`config.mk`:
```
export PLATFORM = sky130hd
export DESIGN_NAME = main_fsm
export DESIGN_NICKNAME = d
export VERILOG_FILES = /design/src/rtl/main_fsm.sv
export SDC_FILE = /design/constraint.sdc
export NUM_CORES = 1
export LEC_CHECK = 0
export BUFFER_PORTS_ARGS = -buffer_cell sky130_fd_sc_hd__buf_4
export CAP_MARGIN = 30
export CORE_MARGIN = 2
export CORE_UTILIZATION = 52
export DETAILED_ROUTE_END_ITERATION = 10
export PLACE_DENSITY_LB_ADDON = 0.08
export SETUP_SLACK_MARGIN = 0.2
export SYNTH_ARGS = -nofsm -noshare
export SYNTH_HDL_FRONTEND = slang
export SYNTH_SLANG_ARGS = --single-unit
```
`constraint.sdc`:
```
create_clock -name clk -period 1.7 [get_ports clk]
set_input_delay 0.085 -clock clk [delete_from_list [all_inputs] [get_ports clk]]
set_output_delay 0.085 -clock clk [all_outputs]
set_load 0.05 [all_outputs]
```
`src/rtl/main_fsm.sv`:
```
// ---------------------------------------------------------------------------
// main_fsm -- multicycle RISC-V control unit.
//
// Sequences FETCH / DECODE / execute / writeback for lw, sw, R-type, I-ALU,
// beq, jal and (optionally) lui. Any other opcode parks the machine in an
// absorbing TRAP state that raises 'illegal' until reset. It also counts
// retired instructions.
//
// Parameters
//   MEM_WAIT  1: FETCH/MEMREAD/MEMWRITE hold until mem_ready; 0: single cycle
//   EN_LUI    1: lui executed; 0: lui traps
//   CNT_W     width of the retired-instruction counter
//
// Ports
//   clk        rising-edge clock
//   reset_n    asynchronous active-low reset
//   op         opcode field of the instruction register
//   zero       ALU zero flag (branch resolution)
//   mem_ready  memory access completes this cycle
//   PCWrite, AdrSrc, MemWrite, IRWrite, RegWrite     datapath enables/selects
//   ResultSrc, ALUSrcA, ALUSrcB, ALUOp               datapath selects (2 bit)
//   ImmSrc     immediate format I=000 S=001 B=010 J=011 U=100
//   illegal    high while the machine sits in TRAP
//   instret    retired-instruction count, wraps modulo 2^CNT_W
//
// All datapath controls are combinational functions of the current state,
// op, zero and mem_ready; only the state and the counter are registered.
// ---------------------------------------------------------------------------
module main_fsm #(
  parameter int unsigned MEM_WAIT = 1,
  parameter int unsigned EN_LUI   = 1,
  parameter int unsigned CNT_W    = 32
) (
  input  logic             clk,
  input  logic             reset_n,
  input  logic [6:0]       op,
  input  logic             zero,
  input  logic             mem_ready,
  output logic             PCWrite,
  output logic             AdrSrc,
  output logic             MemWrite,
  output logic             IRWrite,
  output logic             RegWrite,
  output logic [1:0]       ResultSrc,
  output logic [1:0]       ALUSrcA,
  output logic [1:0]       ALUSrcB,
  output logic [1:0]       ALUOp,
  output logic [2:0]       ImmSrc,
  output logic             illegal,
  output logic [CNT_W-1:0] instret
);

  // State encoding
  localparam logic [3:0] S_FETCH    = 4'd0;
  localparam logic [3:0] S_DECODE   = 4'd1;
  localparam logic [3:0] S_MEMADR   = 4'd2;
  localparam logic [3:0] S_MEMREAD  = 4'd3;
  localparam logic [3:0] S_MEMWB    = 4'd4;
  localparam logic [3:0] S_MEMWRITE = 4'd5;
  localparam logic [3:0] S_EXECR    = 4'd6;
  localparam logic [3:0] S_EXECI    = 4'd7;
  localparam logic [3:0] S_ALUWB    = 4'd8;
  localparam logic [3:0] S_BEQ      = 4'd9;
  localparam logic [3:0] S_JAL      = 4'd10;
  localparam logic [3:0] S_LUI      = 4'd11;
  localparam logic [3:0] S_TRAP     = 4'd12;

  // Opcodes
  localparam logic [6:0] OP_LW   = 7'b0000011;
  localparam logic [6:0] OP_SW   = 7'b0100011;
  localparam logic [6:0] OP_R    = 7'b0110011;
  localparam logic [6:0] OP_I    = 7'b0010011;
  localparam logic [6:0] OP_BEQ  = 7'b1100011;
  localparam logic [6:0] OP_JAL  = 7'b1101111;
  localparam logic [6:0] OP_LUI  = 7'b0110111;

  // Mux select encodings
  localparam logic [1:0] SA_PC    = 2'b00;
  localparam logic [1:0] SA_OLDPC = 2'b01;
  localparam logic [1:0] SA_RD1   = 2'b10;
  localparam logic [1:0] SA_ZERO  = 2'b11;
  localparam logic [1:0] SB_RD2   = 2'b00;
  localparam logic [1:0] SB_IMM   = 2'b01;
  localparam logic [1:0] SB_FOUR  = 2'b10;
  localparam logic [1:0] RS_ALUOUT = 2'b00;
  localparam logic [1:0] RS_DATA   = 2'b01;
  localparam logic [1:0] RS_ALURES = 2'b10;
  localparam logic [1:0] AOP_ADD  = 2'b00;
  localparam logic [1:0] AOP_SUB  = 2'b01;
  localparam logic [1:0] AOP_FUNC = 2'b10;

  logic [3:0]       state_q, state_d;
  logic [CNT_W-1:0] instret_q, instret_d;
  logic             go_c;
  logic             retire_c;

  // Memory handshake: without wait support every access completes at once.
  assign go_c = (MEM_WAIT != 0) ? mem_ready : 1'b1;

  // State register
  always_ff @(posedge clk or negedge reset_n) begin
    if (!reset_n) begin
      state_q <= S_FETCH;
    end else begin
      state_q <= state_d;
    end
  end

  // Retired-instruction counter
  always_ff @(posedge clk or negedge reset_n) begin
    if (!reset_n) begin
      instret_q <= '0;
    end else begin
      instret_q <= instret_d;
    end
  end

  assign instret_d = retire_c ? instret_q + CNT_W'(1) : instret_q;
  assign instret   = instret_q;

  // Immediate format depends on the opcode alone, in every state.
  always_comb begin
    ImmSrc = 3'b000;
    case (op)
      OP_SW:   ImmSrc = 3'b001;
      OP_BEQ:  ImmSrc = 3'b010;
      OP_JAL:  ImmSrc = 3'b011;
      OP_LUI:  ImmSrc = 3'b100;
      default: ImmSrc = 3'b000;
    endcase
  end

  // Next state and control outputs
  always_comb begin
    state_d   = state_q;
    retire_c  = 1'b0;
    PCWrite   = 1'b0;
    AdrSrc    = 1'b0;
    MemWrite  = 1'b0;
    IRWrite   = 1'b0;
    RegWrite  = 1'b0;
    ResultSrc = RS_ALUOUT;
    ALUSrcA   = SA_PC;
    ALUSrcB   = SB_RD2;
    ALUOp     = AOP_ADD;
    illegal   = 1'b0;

    case (state_q)
      S_FETCH: begin
        // PC+4 computed and routed straight from the ALU into PC.
        AdrSrc    = 1'b0;
        ALUSrcA   = SA_PC;
        ALUSrcB   = SB_FOUR;
        ALUOp     = AOP_ADD;
        ResultSrc = RS_ALURES;
        IRWrite   = go_c;
        PCWrite   = go_c;
        if (go_c) state_d = S_DECODE;
      end

      S_DECODE: begin
        // Pre-compute the branch/jump target OldPC + imm.
        ALUSrcA = SA_OLDPC;
        ALUSrcB = SB_IMM;
        ALUOp   = AOP_ADD;
        case (op)
          OP_LW, OP_SW: state_d = S_MEMADR;
          OP_R:         state_d = S_EXECR;
          OP_I:         state_d = S_EXECI;
          OP_BEQ:       state_d = S_BEQ;
          OP_JAL:       state_d = S_JAL;
          OP_LUI:       state_d = (EN_LUI != 0) ? S_LUI : S_TRAP;
          default:      state_d = S_TRAP;
        endcase
      end

      S_MEMADR: begin
        ALUSrcA = SA_RD1;
        ALUSrcB = SB_IMM;
        ALUOp   = AOP_ADD;
        // op is expected stable from DECODE; anything else is unrecoverable.
        if (op == OP_LW)      state_d = S_MEMREAD;
        else if (op == OP_SW) state_d = S_MEMWRITE;
        else                  state_d = S_TRAP;
      end

      S_MEMREAD: begin
        AdrSrc    = 1'b1;
        ResultSrc = RS_ALUOUT;
        if (go_c) state_d = S_MEMWB;
      end

      S_MEMWB: begin
        ResultSrc = RS_DATA;
        RegWrite  = 1'b1;
        state_d   = S_FETCH;
        retire_c  = 1'b1;
      end

      S_MEMWRITE: begin
        // Write strobe stays up for the whole wait so memory can latch it late.
        AdrSrc    = 1'b1;
        ResultSrc = RS_ALUOUT;
        MemWrite  = 1'b1;
        if (go_c) begin
          state_d  = S_FETCH;
          retire_c = 1'b1;
        end
      end

      S_EXECR: begin
        ALUSrcA = SA_RD1;
        ALUSrcB = SB_RD2;
        ALUOp   = AOP_FUNC;
        state_d = S_ALUWB;
      end

      S_EXECI: begin
        ALUSrcA = SA_RD1;
        ALUSrcB = SB_IMM;
        ALUOp   = AOP_FUNC;
        state_d = S_ALUWB;
      end

      S_ALUWB: begin
        ResultSrc = RS_ALUOUT;
        RegWrite  = 1'b1;
        state_d   = S_FETCH;
        retire_c  = 1'b1;
      end

      S_BEQ: begin
        // Target sits in ALUOut from DECODE while the ALU compares rd1/rd2.
        ALUSrcA   = SA_RD1;
        ALUSrcB   = SB_RD2;
        ALUOp     = AOP_SUB;
        ResultSrc = RS_ALUOUT;
        PCWrite   = zero;
        state_d   = S_FETCH;
        retire_c  = 1'b1;
      end

      S_JAL: begin
        // PC <- target (ALUOut) while the ALU forms the link OldPC + 4.
        ALUSrcA   = SA_OLDPC;
        ALUSrcB   = SB_FOUR;
        ALUOp     = AOP_ADD;
        ResultSrc = RS_ALUOUT;
        PCWrite   = 1'b1;
        state_d   = S_ALUWB;
      end

      S_LUI: begin
        // 0 + U-immediate
        ALUSrcA = SA_ZERO;
        ALUSrcB = SB_IMM;
        ALUOp   = AOP_ADD;
        state_d = S_ALUWB;
      end

      S_TRAP: begin
        illegal = 1'b1;
        state_d = S_TRAP;
      end

      default: begin
        // Unreachable encodings fall into the trap.
        state_d = S_TRAP;
      end
    endcase
  end

endmodule

```
**Word-level counts from Yosys, hierarchy flattened**

Cells that the tools add are included.

- Reductions and logical operators: 12
- Mux-type cells: 20
- Eq/ne operators: 22
- $add $sub $neg: 1

Operators with widths:

| kind | number |
|---|---|
| 32-bit by 1-bit adder with 32-bit output (second input constant) | 1 |
| 4-bit case mux with 7 select lines | 1 |
| 4-bit case mux with 6 select lines | 1 |
| 7-bit by 6-bit == test with 1-bit output (second input constant) | 3 |
| 4-bit == test (second input constant) | 5 |
| 4-bit 2-to-1 mux | 5 |
| 4-bit by 3-bit == test with 1-bit output (second input constant) | 4 |
| 7-bit == test (second input constant) | 2 |
| 2-bit case mux with 2 select lines | 3 |
| 3-bit case mux with 4 select lines | 1 |
| 2-bit OR reduction | 6 |
| 4-bit OR reduction | 3 |
| 4-bit by 2-bit == test with 1-bit output (second input constant) | 2 |
| 7-bit by 2-bit == test with 1-bit output (second input constant) | 1 |
| 7-bit by 5-bit == test with 1-bit output (second input constant) | 1 |
| 1-bit 2-to-1 mux | 6 |
| 2-bit != test (second input constant) | 3 |
| 2-bit case mux with 3 select lines | 1 |
| 4-bit by 1-bit == test with 1-bit output (second input constant) | 1 |
| 4-bit zero test | 1 |
| 1-bit case mux with 3 select lines | 1 |
| 3-bit AND reduction | 1 |
| 3-bit OR reduction | 1 |
| 1-bit case mux with 2 select lines | 1 |

- Bits in registers: 36
- Input port bits: 11
- Output and inout port bits: 49
- Logic and storage cells: 57

**Longest topological paths before layout**

Gate-level depths: netlist (run 1).

- Depth after elaboration: 4
- Gate-level depth with buffers: 7
- Depth with buffers taken out: 6

**Worst setup path before layout (run 1)**

Ideal clock, no wire load.

- Path kind: register to output
- Start point: reg state_q[3]
- End point: out IRWrite
- Cell stages (with the launch flop): 4
- Path buffers: 0
- Data arrival time: 2.384 ns
- Required time: 1.615 ns
- Path slack: -0.769 ns
- Path through: dfrtp_1 > or2_2 > nor3_1 > and2_1

- Cells in the longest elaborated chain, start to end: 2

RTL lines:

| what | line | source |
|---|---|---|
| start, declared | 92 | `logic [3:0] state_q, state_d;` |
| start signal, assigned | 105 | `state_q <= state_d;` |
| 4-bit zero test | 148 | `case (state_q)` |
| 1-bit 2-to-1 mux | 148 |  |
| end, declared | 42 | `output logic IRWrite,` |

No other way between the ends.

**Worst setup path after layout (run 1)**

- Start point: reg state_q[1]
- End point: out ALUSrcB[0]

- Cells in the longest elaborated chain, start to end: 3
- Elaborated cells on any way between the ends: 9
- Classes of those cells: 5 x eq/ne; 1 x mux; 3 x reduce/logical

RTL lines:

| what | line | source |
|---|---|---|
| 4-bit by 2-bit == test with 1-bit output (tied with other cells) | 148 |  |
| 4-bit OR reduction (no line) / 2-bit OR reduction (equally long branches) | - |  |
| 2-bit case mux with 2 select lines (*) | 148 |  |
| end, declared | 46 | `output logic [1:0] ALUSrcB,` |

Every way passes the cells marked *; elsewhere a longest branch is shown, timed or not.

==> results of run 1 <==
cells in the final DEF (no fill, tap or decap), types with 2 or more instances in the layout:
master / netlist / routed
nand2b_4: 1 / 3
and4_4: 2 / 2
buf_12: 0 / 2
buf_6: 1 / 16
nand2b_1: 4 / 2
buf_4: 2 / 69
o21ai_1: 0 / 2
o22ai_1: 2 / 2
and2_1: 3 / 3
bufbuf_16: 0 / 2
nor2_4: 0 / 3
and3_1: 6 / 3
nand3_2: 0 / 10
and3_4: 0 / 3
clkbuf_8: 0 / 7
xnor2_1: 27 / 26
nand2_2: 0 / 6
nor3_2: 2 / 4
xor2_1: 7 / 7
nand3_1: 18 / 8
and4_1: 4 / 4
nor3_4: 0 / 3
nor2_1: 18 / 12
nor2b_1: 4 / 3
dfrtp_2: 0 / 22
nor2_2: 0 / 3
a21oi_1: 9 / 8
nand2_1: 20 / 14
a211oi_2: 0 / 2
dfrtp_1: 36 / 14
nor3_1: 15 / 10
nand4_1: 4 / 4
nand3b_1: 2 / 2
nand4_2: 3 / 3
through the flow:
step | worst slack, ps | power (W) | cells | util (%) | setup TNS [ps]
5_1_grt | -58.0 | 0.00459 | 358 | 87.2 | -223
3_3_place_gp | 151 | 0.00309 | 330 | 74.5 | 0
4_1_cts | 35.5 | 0.00409 | 353 | 83.9 | 0
6_report | -44.4 | 0.00444 | 358 | 87.2 | -71.2
3_5_place_dp | 135 | 0.00312 | 330 | 74.5 | 0
2_1_floorplan | -295 | 0.00250 | 222 | - | -842
cells in the mapped netlist, types with 2 or more instances:
master     n
a211oi_1   2
a21oi_1    9
and2_1     3
and3_1     6
and4_1     4
and4_4     2
buf_4      2
clkbuf_1   6
dfrtp_1   36
nand2_1   20
nand2b_1   4
nand3_1   18
nand3b_1   2
nand4_1    4
nand4_2    3
nor2_1    18
nor2b_1    4
nor3_1    15
nor3_2     2
o21ai_0    4
o22ai_1    2
or2_2      2
xnor2_1   27
xor2_1     7
final cells by class:
| cell class | count | area share, % |
|---|---|---|
| clock buffer | 8 | 3.07 |
| tap | 48 | 1.84 |
| inverter | 2 | 0.383 |
| sequential | 36 | 28.4 |
| timing repair buffer | 91 | 25.4 |
| multi-input combinational | 173 | 40.9 |
worst paths after layout:
check | start | end | cells past startpoint
worst max-delay path | state_q[1]$_DFFE_PN0P_ | ALUSrcB[0] | 5
worst min-delay path | mem_ready | state_q[2]$_DFFE_PN0P_ | 2
worst max register to register | state_q[0]$_DFFE_PN0P_ | instret[12]$_DFFE_PN0P_ | 6
worst min register to register | instret[31]$_DFFE_PN0P_ | instret[31]$_DFFE_PN0P_ | 1
max in group asynchronous | reset_n | instret[3]$_DFFE_PN0P_ | 2
min in group asynchronous | reset_n | state_q[0]$_DFFE_PN0P_ | 2
power by group through the flow:
stage               sequential [W]  combinational, W  clock [W]
CTS                        0.00106           0.00235   0.000681
global placement           0.00110           0.00199          0
global route               0.00109           0.00278   0.000725
detailed placement         0.00110           0.00202          0
floorplan                  0.00135           0.00115          0
finish                     0.00108           0.00268   0.000677
registers in the layout (all words and copies together) (netlist names):
name     cells
instret     32
state_q      4
cells by family (layout without fill, tap and decap cells):
group,count (synthesis),count (layout),synth area share [%]
buffers and inverters,13,101,3.20
AOI/OAI and AO/OA,23,23,6.82
adders and majority gates,1,1,0.603
muxes,1,1,0.543
and+or+nand+nor,114,114,31.1
DFF,36,36,43.4
xor gates and xnor gates,34,34,14.4
metal layers:
metal	share of wire [%]	global-route usage, %	up-vias
met4	2.6	9.95	0
met2	50	43.1	91
li1	-	-	953
met5	0	0	-
met1	41	33.2	1012
met3	5.7	5.33	19
timing repair:
action,in CTS,in global routing
pin swaps,11,9
hold buffers,1,0
setup endpoints to repair,29,42
hold endpoints to repair,36,0
resized for setup,23,22
buffers inserted,12,5
gates cloned,2,0
==> flow_metrics.env, run 1 <==
export IMPL_status="finished, violations left"
export IMPL_violations="negative setup slack"
export IMPL_row_count=22
export IMPL_layout_drive_gt1_share_pct=55.8
export IMPL_h_tree_depth=2
export IMPL_dieHeight_um=67.2
export IMPL_place_area_sq_um=2790
export IMPL_ys_warn_count=0
export IMPL_regArea_sq_um=928
export IMPL_finalSetupViolCount=2
export IMPL_path_class="register to output port"
export IMPL_p_leak_nw=1.44
export IMPL_grt_pass1_wl_um=8770
export IMPL_clock_power_share_pct=15.2
export IMPL_crit_buf_inv=2
export IMPL_drtIter0Drc=126
export IMPL_vdd_drop_max_mv=1.27
export IMPL_gp_congestion=0.871
export IMPL_p_int_w=0.00240
export IMPL_pwr_share_comb_pct=60.3
export IMPL_die_width_um=67.2
export IMPL_fmax_mhz=573
export IMPL_grt_pass1_vias=1858
export IMPL_grtUsageTotal_pct=25.9
export IMPL_ys_ff_latch=36
export IMPL_drc=0
export IMPL_synth_edf_count=0
export IMPL_async_flop_share_pct=100
export IMPL_skew_ps=15.8
export IMPL_synth_cell_area_sq_um=2070
export IMPL_postLayoutCellArea_sq_um=3260
export IMPL_cellPowerDensity_nw_per_um2=1360
export IMPL_worst_pin_slew_ps=459
export IMPL_syn_to_final_growth_pct=57.4
export IMPL_syn_inst=222
export IMPL_vias_per_cell=5.80
export IMPL_synth_top_cell_area_share_pct=43.4
export IMPL_slew_viol_final=0
export IMPL_antenna_found_initial=0
export IMPL_yosysTopAreaCell="dfrtp_1"
export IMPL_cp_cell_sequence="buf_12, nand2b_1, nand2b_4, nand2_1, buf_6"
export IMPL_maxCapViolCount=0
export IMPL_cts_tree="yes"
export IMPL_ant_nets=0
export IMPL_cts_sinks=36
export IMPL_cp_slowest_cell="dfrtp_2"
export IMPL_fin_crit_ps=1740
export IMPL_fp_dieArea_sq_um=4510
export IMPL_setup_ws_ps=-44.4
export IMPL_nets=321
export IMPL_whs_ps=163
export IMPL_dp_hpwl_um=3510
export IMPL_synth_nets=234
export IMPL_clock_latency_ps=300
export IMPL_p_sw_share_pct=46.0
export IMPL_yosysSeqAreaShare_pct=43.4
export IMPL_ys_flop_type="dfrtp_1"
export IMPL_p_switching_w=0.00204
export IMPL_crit_arrival_ps=1660
export IMPL_syn_avg_cell_area_sq_um=9.34
export IMPL_r2r_setup_slack_ps=40
export IMPL_grt_max_degree=37
export IMPL_yosys_top_cells_area="dfrtp_1, xnor2_1, nand3_1"
export IMPL_io_buffers=59
export IMPL_path_clk_slew_ps=70
export IMPL_wirelength_um=6400
export IMPL_rsz0062_at_grt="yes"
export IMPL_endpoint_kind="output port"
export IMPL_start_util_pct=55.4
export IMPL_crit_family="simple AND/OR/NAND/NOR gates"
export IMPL_clock_root_buffer="clkbuf_8"
export IMPL_coreArea_sq_um=3740
export IMPL_wl_per_cell_um=17.9
export IMPL_clock_path_buffers=2
export IMPL_multiInputGateArea_sq_um=1340
export IMPL_min_period_over_period_pct=103
export IMPL_timing_critical_path_from_type="register"
export IMPL_critPathMaxStageDelay_ps=480
export IMPL_crit_fanout=5
export IMPL_cts_buffers=5
export IMPL_antenna_cells=0
export IMPL_yosysUniqueCellTypes=44
export IMPL_max_slew_margin_pct=69.4
export IMPL_first_pass_iters=4
export IMPL_nFillCells=187
export IMPL_grt_ovfl_total=0
export IMPL_hold_viol=0
export IMPL_cp_required_ps=1620
export IMPL_routed_via_count=2075
export IMPL_pwr_share_seq_pct=24.4
export IMPL_hp_class="input pin to register"
export IMPL_io_pins=60
No activity file was read; power rests on OpenSTA's default activity.
==> run 2: changes to the inputs <==
--- a/config.mk
+++ b/config.mk
@@ -5,7 +5,7 @@
 export SDC_FILE = /design/constraint.sdc
 export NUM_CORES = 1
 export LEC_CHECK = 0
-export BUFFER_PORTS_ARGS = -buffer_cell sky130_fd_sc_hd__buf_4
+export BUFFER_PORTS_ARGS = -buffer_cell sky130_fd_sc_hd__buf_2
 export CAP_MARGIN = 30
 export CORE_MARGIN = 2
 export CORE_UTILIZATION = 52
==> flow_metrics.env, run 2 (synthesis results as in run 1) <==
export IMPL_status="finished, violations left"
export IMPL_violations="negative setup slack"
export IMPL_final_common_cell="buf_2"
export IMPL_pwr_share_seq_pct=24.1
export IMPL_multiInputGateArea_sq_um=1380
export IMPL_p_sw_share_pct=47.8
export IMPL_wirelength_um=7180
export IMPL_cts_buffers=5
export IMPL_routed_via_count=2197
export IMPL_antenna_found_initial=0
export IMPL_slew_viol_final=0
export IMPL_io_pins=60
export IMPL_critPathMaxStageDelay_ps=460
export IMPL_antenna_cells=0
export IMPL_p_leak_nw=1.46
export IMPL_crit_family="buffers and inverters"
export IMPL_cellPowerDensity_nw_per_um2=1410
export IMPL_pwr_share_comb_pct=62.7
export IMPL_start_util_pct=55.4
export IMPL_rsz0062_at_grt="yes"
export IMPL_cp_required_ps=1620
export IMPL_grt_ovfl_total=0
export IMPL_nets=330
export IMPL_fp_dieArea_sq_um=4510
export IMPL_first_pass_iters=5
export IMPL_coreArea_sq_um=3740
export IMPL_ant_nets=0
export IMPL_clock_root_buffer="clkbuf_8"
export IMPL_gp_congestion=0.841
export IMPL_skew_ps=8.07
export IMPL_io_buffers=59
export IMPL_clock_latency_ps=300
export IMPL_vias_per_cell=5.99
export IMPL_dp_hpwl_um=3620
export IMPL_wl_per_cell_um=19.6
export IMPL_most_common_layout_cells="buf_2, buf_4, xnor2_1"
export IMPL_min_period_over_period_pct=108
export IMPL_setup_tns_ps=-257
export IMPL_row_count=22
export IMPL_cts_sinks=36
export IMPL_die_width_um=67.2
export IMPL_drc=0
export IMPL_timing_critical_path_from_type="register"
export IMPL_cts_tree="yes"
export IMPL_largest_register_ffs=32
export IMPL_p_int_w=0.00238
export IMPL_grt_pass1_vias=1964
export IMPL_post_route_util_pct=86.5
export IMPL_grt_pass1_wl_um=9400
export IMPL_setup_ws_ps=-144
export IMPL_vdd_drop_max_mv=1.28
export IMPL_h_tree_depth=2
export IMPL_cp_common_cell="buf_12"
export IMPL_dieHeight_um=67.2
export IMPL_postLayoutCellArea_sq_um=3240
export IMPL_grtUsageTotal_pct=28.0
export IMPL_nFillCells=192
export IMPL_layout_drive_gt1_share_pct=58.3
export IMPL_place_area_sq_um=2650
export IMPL_worst_pin_slew_ps=447
export IMPL_p_switching_w=0.00218
export IMPL_syn_to_final_growth_pct=56.1
export IMPL_crit_arrival_ps=1760
export IMPL_crit_fanout=5
export IMPL_power_w=0.00457
export IMPL_fmax_mhz=542
export IMPL_crit_buf_inv=3
export IMPL_max_slew_margin_pct=70.2
export IMPL_drtIter0Drc=160
export IMPL_clock_power_share_pct=13.3
export IMPL_finalSetupViolCount=6
export IMPL_endpoint_kind="output port"
export IMPL_path_clk_slew_ps=70
export IMPL_cp_cell_sequence="buf_12, buf_12, nor3_1, a21oi_1, nor2_1, buf_6"
export IMPL_whs_ps=246
export IMPL_hold_viol=0
export IMPL_maxCapViolCount=0
export IMPL_fin_crit_ps=1840
export IMPL_cp_slowest_cell="dfrtp_2"
export IMPL_hp_class="input pin to register"
export IMPL_clock_path_buffers=2
export IMPL_regArea_sq_um=928
export IMPL_path_class="register to output port"
export IMPL_grt_max_degree=19
-- run 2: changes by cell type in the layout (fill, tap and decap cells not counted), sizes merged --
cell,previous run,this run
buf,88,98
clkinv,1,2
bufbuf,2,0
-- run 2: worst register-to-register path: stages (launching register included) --
cell and delay [ps]:
dfrtp_1 420, buf_6 130, nand2b_4 80, o21ai_2 310
buf_4 210, nand2_1 100, nor3_1 220, xor2_1 200
-- run 2: power by group through the flow --
stage               sequential [W]  combinational (W)  clock, W
floorplan                  0.00135            0.00115         0
global placement           0.00110            0.00190         0
detailed placement         0.00110            0.00191         0
CTS                        0.00108            0.00229  0.000600
global route               0.00110            0.00295  0.000651
finish                     0.00110            0.00286  0.000607
-- run 2: timing repair --
| item | CTS | global route |
|---|---|---|
| endpoints found under the setup margin | 31 | 41 |
| gates resized for setup | 45 | 35 |
| hold buffers | 1 | 0 |
| hold endpoints to repair | 16 | 0 |
| setup buffers | 13 | 9 |
| cloned | 0 | 1 |
| pin swaps | 13 | 12 |
-- run 2: final timing paths --
| check | start | end | slack [ps] | cells past startpoint |
|---|---|---|---|---|
| max | state_q[1]$_DFFE_PN0P_ | ALUSrcA[0] | -140 | 6 |
| min | mem_ready | state_q[2]$_DFFE_PN0P_ | 250 | 2 |
| max reg2reg | state_q[2]$_DFFE_PN0P_ | instret[11]$_DFFE_PN0P_ | -50 | 7 |
| min reg2reg | instret[24]$_DFFE_PN0P_ | instret[24]$_DFFE_PN0P_ | 480 | 1 |
| max in group asynchronous | reset_n | state_q[1]$_DFFE_PN0P_ | 900 | 3 |
| min in group asynchronous | reset_n | instret[24]$_DFFE_PN0P_ | 260 | 2 |
-- run 2: metrics by stage --
step | instances | setup slack (ps)
floorplan | 222 | -295
global placement | 335 | 153
detailed placement | 335 | 102
CTS | 357 | 54.7
global route | 367 | -208
finish | 367 | -144
-- run 2: layout make-up --
class,instances,share of cell area [%]
tap,48,1.85
clock buffer,7,2.36
timing repair buffer,100,24.0
multi-input combinational,173,42.7
inverter,2,0.270
sequential,36,28.7
clock inverter,1,0.155
-- run 2: per-layer routing --
layer / track usage [%] / share of wire [%] / wire length, um
met1: 35.4 / 39 / 2810
met2: 47.2 / 51 / 3660
met3: 7.33 / 7.9 / 568
met4: 8.16 / 2.0 / 142
met5: 0 / 0 / 0
==> run 3: changes to the inputs <==
--- a/config.mk
+++ b/config.mk
@@ -8,7 +8,7 @@
 export BUFFER_PORTS_ARGS = -buffer_cell sky130_fd_sc_hd__buf_2
 export CAP_MARGIN = 30
 export CORE_MARGIN = 2
-export CORE_UTILIZATION = 52
+export CORE_UTILIZATION = 47
 export DETAILED_ROUTE_END_ITERATION = 10
 export PLACE_DENSITY_LB_ADDON = 0.08
 export SETUP_SLACK_MARGIN = 0.2
==> constraint.sdc (replaced) <==
create_clock -name clk -period 1.6 [get_ports clk]
set_input_delay 0.08 -clock clk [delete_from_list [all_inputs] [get_ports clk]]
set_output_delay 0.08 -clock clk [all_outputs]
set_load 0.05 [all_outputs]
==> flow_metrics.env, run 3 (synthesis results as in run 1) <==
export IMPL_status="finished, violations left"
export IMPL_violations="negative setup slack"
export IMPL_grt_pass1_wl_um=8950
export IMPL_routed_via_count=2106
export IMPL_first_pass_iters=4
export IMPL_cts_sinks=36
export IMPL_grtUsageTotal_pct=22.5
export IMPL_hp_class="input pin to register"
export IMPL_skew_ps=10.4
export IMPL_fp_dieArea_sq_um=4960
export IMPL_largest_register_ffs=32
export IMPL_worst_pin_slew_ps=458
export IMPL_hold_path_depth=2
export IMPL_grt_ovfl_total=0
export IMPL_clock_path_buffers=2
export IMPL_vdd_drop_max_mv=1.33
export IMPL_grt_pass1_vias=1881
export IMPL_crit_arrival_ps=1540
export IMPL_final_common_cell="buf_2"
export IMPL_finalSetupViolCount=4
export IMPL_start_util_pct=48.3
export IMPL_layout_drive_gt1_share_pct=66.9
export IMPL_dieHeight_um=70.4
export IMPL_cp_slowest_cell="dfrtp_2"
export IMPL_p_leak_nw=1.61
export IMPL_clock_latency_ps=280
export IMPL_max_slew_margin_pct=69.5
export IMPL_timing_critical_path_from_type="register"
export IMPL_ant_nets=0
export IMPL_syn_to_final_growth_pct=71.4
export IMPL_reg2reg_depth=7
export IMPL_io_buffers=59
export IMPL_wirelength_um=6090
export IMPL_whs_ps=210
export IMPL_min_period_over_period_pct=101
export IMPL_crit_family="flip-flops"
export IMPL_path_clk_slew_ps=70
export IMPL_vias_per_cell=5.48
export IMPL_io_pins=60
export IMPL_row_count=24
export IMPL_cts_tree="yes"
export IMPL_endpoint_kind="output port"
export IMPL_setup_ws_ps=-21.7
export IMPL_most_common_layout_cells="buf_2, buf_4, xnor2_1"
export IMPL_clock_root_buffer="clkbuf_8"
export IMPL_drc=0
export IMPL_h_tree_depth=2
export IMPL_slew_viol_final=0
export IMPL_dp_hpwl_um=3530
export IMPL_nets=343
export IMPL_drtIter0Drc=108
export IMPL_path_class="register to output port"
export IMPL_rsz0062_at_grt="yes"
export IMPL_power_w=0.00511
export IMPL_fin_crit_ps=1620
export IMPL_antenna_cells=0
export IMPL_setup_tns_ps=-43.1
export IMPL_gp_congestion=0.911
export IMPL_cp_num_cells=6
export IMPL_die_width_um=70.4
export IMPL_cts_buffers=5
export IMPL_grt_max_degree=20
export IMPL_crit_buf_inv=3
export IMPL_crit_fanout=5
export IMPL_cellPowerDensity_nw_per_um2=1440
export IMPL_cp_required_ps=1520
export IMPL_cp_cell_sequence="buf_4, buf_6, nor3_4, a21oi_4, nor2_4, buf_8"
export IMPL_coreArea_sq_um=4290
export IMPL_hold_viol=0
export IMPL_critPathMaxStageDelay_ps=460
export IMPL_fmax_mhz=617
export IMPL_maxCapViolCount=0
export IMPL_wl_per_cell_um=15.9
export IMPL_antenna_found_initial=0
[run 3: final timing paths]
| kind | from | to | slack (ps) |
|---|---|---|---|
| min in group asynchronous | reset_n | instret[30]$_DFFE_PN0P_ | 280 |
| max in group asynchronous | reset_n | instret[9]$_DFFE_PN0P_ | 840 |
| worst min register to register | instret[31]$_DFFE_PN0P_ | instret[31]$_DFFE_PN0P_ | 470 |
| worst max register to register | state_q[3]$_DFFE_PN0P_ | instret[4]$_DFFE_PN0P_ | 0 |
| worst min-delay path | mem_ready | state_q[2]$_DFFE_PN0P_ | 210 |
| worst max-delay path | state_q[3]$_DFFE_PN0P_ | ALUSrcA[0] | -20 |
[run 3: worst register-to-register path, stage by stage, from the launching register on]
cell and delay [ps]:
dfrtp_2 460, nand2b_4 170, o21a_4 200, nor3_4 250, buf_4 160, buf_6 90
nand2_4 40, xnor2_2 110
[run 3: routing by layer]
metal | vias up | routed length, um | share of wire [%] | global-route usage (%)
met1 | 1017 | 2470 | 41 | 32.0
li1 | 1001 | - | - | -
met4 | 0 | 112 | 1.8 | 4.91
met2 | 74 | 3200 | 53 | 35.7
met3 | 14 | 307 | 5.0 | 4.33
met5 | - | 0 | 0 | 0
[run 3: what timing repair did]
| action | in CTS | in global routing |
|---|---|---|
| cloned | 1 | 0 |
| endpoints found under the setup margin | 39 | 47 |
| pin swaps | 26 | 16 |
| setup buffers | 21 | 7 |
| hold buffers | 1 | 0 |
| resized for setup | 59 | 56 |
| hold endpoints to repair | 17 | 0 |
[run 3: area by class of cell]
class	instances	area (sq um)
tap	52	65.1
multi-input combinational	173	1550
timing repair buffer	113	910
inverter	2	10.0
fill	253	739
clock buffer	8	90.1
sequential	36	931
[run 3: per-stage QoR]
stage / util, % / cells / setup slack, ps / area (sq um)
floorplan: - / 222 / -171 / 2320
global placement: 65.2 / 346 / 73.7 / 2800
detailed placement: 65.2 / 346 / 23.3 / 2800
CTS: 76.5 / 377 / 14.3 / 3280
global route: 82.8 / 384 / -85.7 / 3550
finish: 82.8 / 384 / -21.7 / 3550
[run 3: where the power goes]
part | internal, W | leakage [nW] | switching [W]
sequential | 0.00104 | 0.449 | 0.000123
combinational | 0.00138 | 1.12 | 0.00191
clock | 0.000351 | 0.0455 | 0.000305
total | 0.00277 | 1.61 | 0.00233
